### src/rtl/counter_pkg.sv
// Shared definitions for the up/down counter family: direction encoding and
// the next-count/terminal-count rules, computed at the widest supported width.
package counter_pkg;

  localparam logic DIR_UP = 1'b1;
  localparam logic DIR_DN = 1'b0;

  // Widest counter any variant may instantiate; narrower users zero-extend.
  localparam int unsigned CNT_MAX_W = 32;

  typedef logic [CNT_MAX_W-1:0] cnt_word_t;

  typedef struct packed {
    logic      wrap;
    cnt_word_t count;
  } count_step_t;

  // One enabled count step. Operands are at most 2^W-1 for the caller's W,
  // so q+1 (only taken when q < max_q) and q-1 (only when q > 0) never leave W bits.
  function automatic count_step_t next_count(
    input cnt_word_t q,
    input cnt_word_t max_q,
    input logic      up_dn
  );
    count_step_t s;
    s.count = q;
    s.wrap  = 1'b0;
    if (up_dn == DIR_UP) begin
      if (q >= max_q) begin
        s.count = '0;
        s.wrap  = 1'b1;
      end else begin
        s.count = q + cnt_word_t'(1);
      end
    end else begin
      if (q == '0) begin
        s.count = max_q;
        s.wrap  = 1'b1;
      end else if (q > max_q) begin
        // modulus was lowered below the current count: snap back without a wrap
        s.count = max_q;
      end else begin
        s.count = q - cnt_word_t'(1);
      end
    end
    return s;
  endfunction

  function automatic logic is_terminal(
    input cnt_word_t q,
    input cnt_word_t max_q,
    input logic      up_dn
  );
    return (up_dn == DIR_UP) ? (q >= max_q) : (q == '0);
  endfunction

endpackage

### src/rtl/mod_updown_counter.sv
// Runtime-programmable modulo up/down counter with clear, clamped load,
// terminal count, registered wrap pulse and cascade carry for chaining.
module mod_updown_counter
  import counter_pkg::*;
#(
  parameter int unsigned WIDTH       = 6,
  parameter int unsigned MAX_DEFAULT = 53
) (
  input  logic             clk,
  input  logic             reset,
  input  logic             enable,
  input  logic             carry_in,
  input  logic             up_dn,
  input  logic             clear,
  input  logic             load,
  input  logic [WIDTH-1:0] load_value,
  input  logic             mod_wr,
  input  logic [WIDTH-1:0] mod_value,
  output logic [WIDTH-1:0] q,
  output logic [WIDTH-1:0] max_q,
  output logic             tc,
  output logic             carry_out,
  output logic             wrap
);

  localparam logic [WIDTH-1:0] MAX_RST = WIDTH'(MAX_DEFAULT);

  logic [WIDTH-1:0] cnt_q, cnt_d;
  logic [WIDTH-1:0] max_q_q, max_q_d;
  logic             wrap_q, wrap_d;
  logic             advance;
  count_step_t      step;

  assign advance = enable && carry_in;

  always_comb begin
    step    = next_count(cnt_word_t'(cnt_q), cnt_word_t'(max_q_q), up_dn);
    cnt_d   = cnt_q;
    wrap_d  = 1'b0;
    max_q_d = mod_wr ? mod_value : max_q_q;
    // load clamps against the modulus in force this cycle, not a concurrent write
    if (clear) begin
      cnt_d = '0;
    end else if (load) begin
      cnt_d = (load_value > max_q_q) ? max_q_q : load_value;
    end else if (advance) begin
      cnt_d  = WIDTH'(step.count);
      wrap_d = step.wrap;
    end
  end

  always_ff @(posedge clk) begin
    if (reset) begin
      cnt_q   <= '0;
      max_q_q <= MAX_RST;
      wrap_q  <= 1'b0;
    end else begin
      cnt_q   <= cnt_d;
      max_q_q <= max_q_d;
      wrap_q  <= wrap_d;
    end
  end

  assign q         = cnt_q;
  assign max_q     = max_q_q;
  assign wrap      = wrap_q;
  assign tc        = is_terminal(cnt_word_t'(cnt_q), cnt_word_t'(max_q_q), up_dn);
  assign carry_out = tc && advance;

endmodule

### config.mk
export PLATFORM = sky130hd
export DESIGN_NAME = mod_updown_counter
export DESIGN_NICKNAME = d
export VERILOG_FILES = /design/src/rtl/counter_pkg.sv /design/src/rtl/mod_updown_counter.sv
export SDC_FILE = /design/constraint.sdc
export NUM_CORES = 1
export LEC_CHECK = 0
export ABC_AREA = 1
export CORE_MARGIN = 1
export CORE_UTILIZATION = 30
export CTS_BUF_LIST = sky130_fd_sc_hd__clkbuf_8 sky130_fd_sc_hd__clkbuf_16
export DETAILED_ROUTE_END_ITERATION = 16
export SETUP_SLACK_MARGIN = 0.3
export SYNTH_ARGS = -nofsm -noshare
export SYNTH_HDL_FRONTEND = slang
export SYNTH_SLANG_ARGS = --single-unit
### constraint.sdc
create_clock -name clk -period 3.3 [get_ports clk]
set_clock_uncertainty 0.1 [all_clocks]
set_input_delay 0.66 -clock clk [delete_from_list [all_inputs] [get_ports clk]]
set_output_delay 0.66 -clock clk [all_outputs]
set_load 0.03 [all_outputs]
==> Yosys cells after proc, flatten, opt, wreduce, memory -nomap -nowiden <==
Index checks and enable logic that the tools add are counted.
{ "classes": {"reduce_logical": 6, "muxes": 10, "bitwise": 1, "magnitude_cmp": 3, "add_sub_neg": 2} }
{ "ops": {"columns": ["operator", "n"], "rows": [
  ["2-to-1 mux 32 bit", 2],
  ["2-to-1 mux 33 bit", 1],
  ["2-to-1 mux 6 bit", 3],
  ["greater-than comparator 6 bit", 2],
  ["adder 6 x 1 -> 7 bit, second input constant", 1],
  ["2-to-1 mux 7 bit", 1],
  ["subtractor 6 x 1 -> 7 bit, second input constant", 1],
  ["greater-or-equal comparator 6 bit", 1],
  ["zero test 6 bit", 1],
  ["OR reduction 4 bit", 1],
  ["2-to-1 mux 1 bit", 3],
  ["logical AND 1 bit", 2],
  ["nonzero test 2 bit", 1],
  ["OR reduction 2 bit", 1],
  ["inverter 1 bit", 1]
]} }
{ "totals": {"ff_bits": 13, "in_bits": 20, "output_inout_bits": 15, "wordCells": 25} }

==> Logic depth before layout (Yosys ltp) <==
{ "logic_depth": {"word_depth": 6, "depth_mapped": 14, "depth_no_buf": 14} }

==> Least setup slack after synthesis <==
Ideal clock, no wire load.
{ "synth_path": {"path_kind": "reg2out", "from": "register max_q_q[5], in the netlist max_q[5]", "to": "output carry_out", "slack_ns": 0.823, "stages_incl_launch_ff": 9, "path_buffers": 0, "t_required_ns": 2.540, "arrival_ns": 1.717, "cell_sequence": "dfxtp_1 -> inv_1 -> ha_1 -> nand2_2 -> nor2_4 -> nand3_2 -> nand2_1 -> o21ai_1 -> nor2_2"} }
{ "synth_between": {"elab_chain_len": 3} }
{ "synth_rtl": {"columns": ["element", "line_no", "source"], "rows": [
  ["from (decl)", "mod_updown_counter.sv:29", "logic [WIDTH-1:0] max_q_q, max_q_d;"],
  ["from (signal assigned)", "mod_updown_counter.sv:59", "max_q_q <= max_q_d;"],
  ["greater-or-equal comparator 6 bit", "counter_pkg.sv:54", "return (up_dn == DIR_UP) ? (q >= max_q) : (q == '0);"],
  ["2-to-1 mux 1 bit", "counter_pkg.sv:54", null],
  ["logical AND 1 bit", "mod_updown_counter.sv:68", "assign carry_out = tc && advance;"],
  ["to (decl)", "mod_updown_counter.sv:22", "output logic carry_out,"]
]} }
No other way between the ends.

==> Worst setup path after layout <==
{ "layout_path": {"from": "register max_q_q[3], in the netlist max_q[3]", "to": "output carry_out"} }
Same word-level chain as after synthesis.

==> flow_summary.ini <==
[timing]
finalSetupTns_ns = 0
slew_headroom = 0.724
setup_viol = 0
finalHoldViolations = 0
min_period_over_period = 0.855
rsz0062_at_grt = no
worstMarginPinSlew_ns = 0.412
finalMaxSlewViolations = 0
min_period_ns = 2.82
max_freq_ghz = 0.354

[placement]
hpwl_mm = 3.01
dpl_cell_area_um2 = 1770
place_congestion = 0.844
portBuffers = 34

[route]
drc_errors = 0
via_count = 1386
via_per_inst = 4.64
drt_iter0_drc = 68
antenna_left = 0
drt_wl_total_mm = 3.67
wl_per_cell_um = 12.3
first_pass_iters = 5

[flow_run]
cap_violations = 0

[global_route]
first_global_vias = 1266
overflow = 0
grt_max_degree = 10
antenna_found_initial = 0
grt_pass1_wl_mm = 6.01
grt_usage = 0.176

[cts]
cts.clk_slew.worst_paths_ns = 0.06
insertion_delay_ns = 0.25
htree_levels = 1
cts_hold_buf = 0
cts_made_buffers = 3
cts_buffer_depth = 2
clock-root-buffer = clkbuf_8
clkSinkCount = 13
cts_tree = built

[layout]
area_growth_pct = 39.0
drive_gt1_frac = 0.145
n_antenna_cell = 0
fill_cells = 445
stdcell_area_um2 = 1810
fin_nets = 285

[power_and_ir_drop]
pwr-share-clk = 0.244
internal-power_uw = 356
power_density_nw_per_um2 = 318
combPwrFrac = 0.454
finalPower_uw = 577
seq_power_share = 0.302
p_leak_uw = 0.000917
p_switching_uw = 220
p_sw_frac = 0.382
vdd_drop_max_mv = 0.240

[logic_synthesis]
yosys_warnings = 0
ys_seq_area_frac = 0.199
syn_inst = 202
syn_area_per_cell_um2 = 6.46
syn_area_um2 = 1310
syn_nets = 237
yosys-top-cells-area = dfxtp_1, nand2_1, ha_1, nand3_1, nor2_1
post-synth-top-area-cell = dfxtp_1
netlist-cell-type-count = 25
synth_top_area_frac = 0.199
ys_ff_latch = 13

[worst_setup_path]
cp_slowest_cell = dlygate4sd2_1
end_kind = primary output
cpPeakStageDelay_ns = 0.40
startpoint_type = flip-flop
arrival_ns = 2.06
worstSetupStartpoint = max_q[3]$_SDFFE_PP0P_
path_cells = inv_1 -> ha_1 -> nand2_1 -> nor2_4 -> nand3_2 -> nand2_1 -> o21ai_1 -> nor2_2 -> dlygate4sd2_1
r2r-start = max_q[5]$_SDFFE_PP1P_
path_max_fanout = 5
crit_type = flip-flop to primary output
crit_required_ns = 2.54
cp_common_cell = nand2_1

[floorplanning]
rows = 23
io_pins = 35
die_area_um2 = 4620
chipHeight_um = 68.0
initial_core_util = 0.319
core_um2 = 4090
dieWidth_um = 68.0

[run_status]
outcome = finished, final reports clean

[min_path]
hp-class = flip-flop to flip-flop
worstHoldStart = max_q[3]$_SDFFE_PP0P_
[Yosys cell counts, drive strengths merged]
| library cell | instances |
|---|---|
| a21oi | 13 |
| and3 | 1 |
| buf | 1 |
| dfxtp | 13 |
| ha | 15 |
| inv | 24 |
| nand2 | 55 |
| nand3 | 29 |
| nand3b | 1 |
| nand4 | 1 |
| nor2 | 30 |
| o21ai | 14 |
| o21bai | 1 |
| or2 | 1 |
| xnor2 | 1 |
| xor2 | 2 |
[per-stage QoR]
stage	worst slack, ns	instances	hold WS [ns]	util
final	0.477	299	0.501	0.444
after global routing	0.352	299	0.533	0.444
after CTS	0.460	299	0.500	0.444
after detailed placement	0.265	295	0.489	0.434
after global placement	0.275	295	0.484	0.434
after floorplan	0.823	202	0.546	-
[logic make-up after synthesis]
family                   share of synthesized area
AO/OA/AOI/OAI                                0.124
XOR/XNOR                                    0.0201
adder cells (fa/ha/maj)                      0.144
buffers and inverters                       0.0777
flip-flops                                   0.199
AND/OR/NAND/NOR                              0.435
[critical path, delay by kind of cell, from the launching register on]
family	cells	cell delay (ns)
buf+inv	2	0.51
simple gates	5	0.53
fa+ha+maj	1	0.31
flops	1	0.33
compound gates	1	0.13
[layout by cell type (no fill, tap or decap)]
master           instances
a21oi_1                  8
a21oi_2                  5
and3_1                   1
buf_4                   10
clkbuf_8                 3
clkdlybuf4s50_1         32
dfxtp_1                 13
dlygate4sd2_1            2
ha_1                    15
inv_1                   24
inv_2                    1
nand2_1                 51
nand2_2                  2
nand2_4                  2
nand3_1                 23
nand3_2                  5
nand3_4                  1
nand3b_1                 1
nand4_1                  1
nor2_1                  24
nor2_2                   5
nor2_4                   1
o21ai_0                 12
o21ai_1                  2
o21bai_1                 1
or2_2                    1
xnor2_1                  1
xor2_1                   2
[final cells by class]
type                            instances  area [um^2]  share of cell area
Multi-Input combinational cell        164          943               0.520
Timing Repair Buffer                   44          413               0.228
Sequential cell                        13          260               0.143
Inverter                               24         90.1              0.0497
Tap cell                               50         62.6              0.0345
Clock buffer                            3         41.3              0.0228
Clock inverter                          1         3.75             0.00207
[state kept, by name (all words and copies together) (netlist names)]
register	flops
wrap	1
max_q	6
q	6
[layer usage]
layer  track usage  up-vias  wire [um]
met5             0        -          0
met4        0.0391        0         17
met3        0.0233        2        108
met2         0.305       27       1720
met1         0.229      606       1810
li1              -      751          -
[power groups by stage]
stage / clock network [uW] / logic, uW / registers [uW]
floorplan: 0 / 146 / 198
global placement: 0 / 263 / 177
detailed placement: 0 / 262 / 178
CTS: 145 / 263 / 174
global route: 151 / 291 / 175
finish: 141 / 262 / 174
[path summary, 6_finish.rpt]
check | end | slack (ns) | depth (start not counted)
min | max_q[3]$_SDFFE_PP0P_ | 0.50 | 2
max reg2reg | q[0]$_SDFFE_PP0P_ | 1.29 | 12
min reg2reg | max_q[3]$_SDFFE_PP0P_ | 0.50 | 2
max | carry_out | 0.48 | 9
[timing repair]
item                                    in CTS  in global routing
gates resized for setup                      2                  0
setup buffers                                0                  0
endpoints found under the setup margin       2                  0
endpoints found under the hold margin        0                  0
Power figures use the tool's default switching activity.
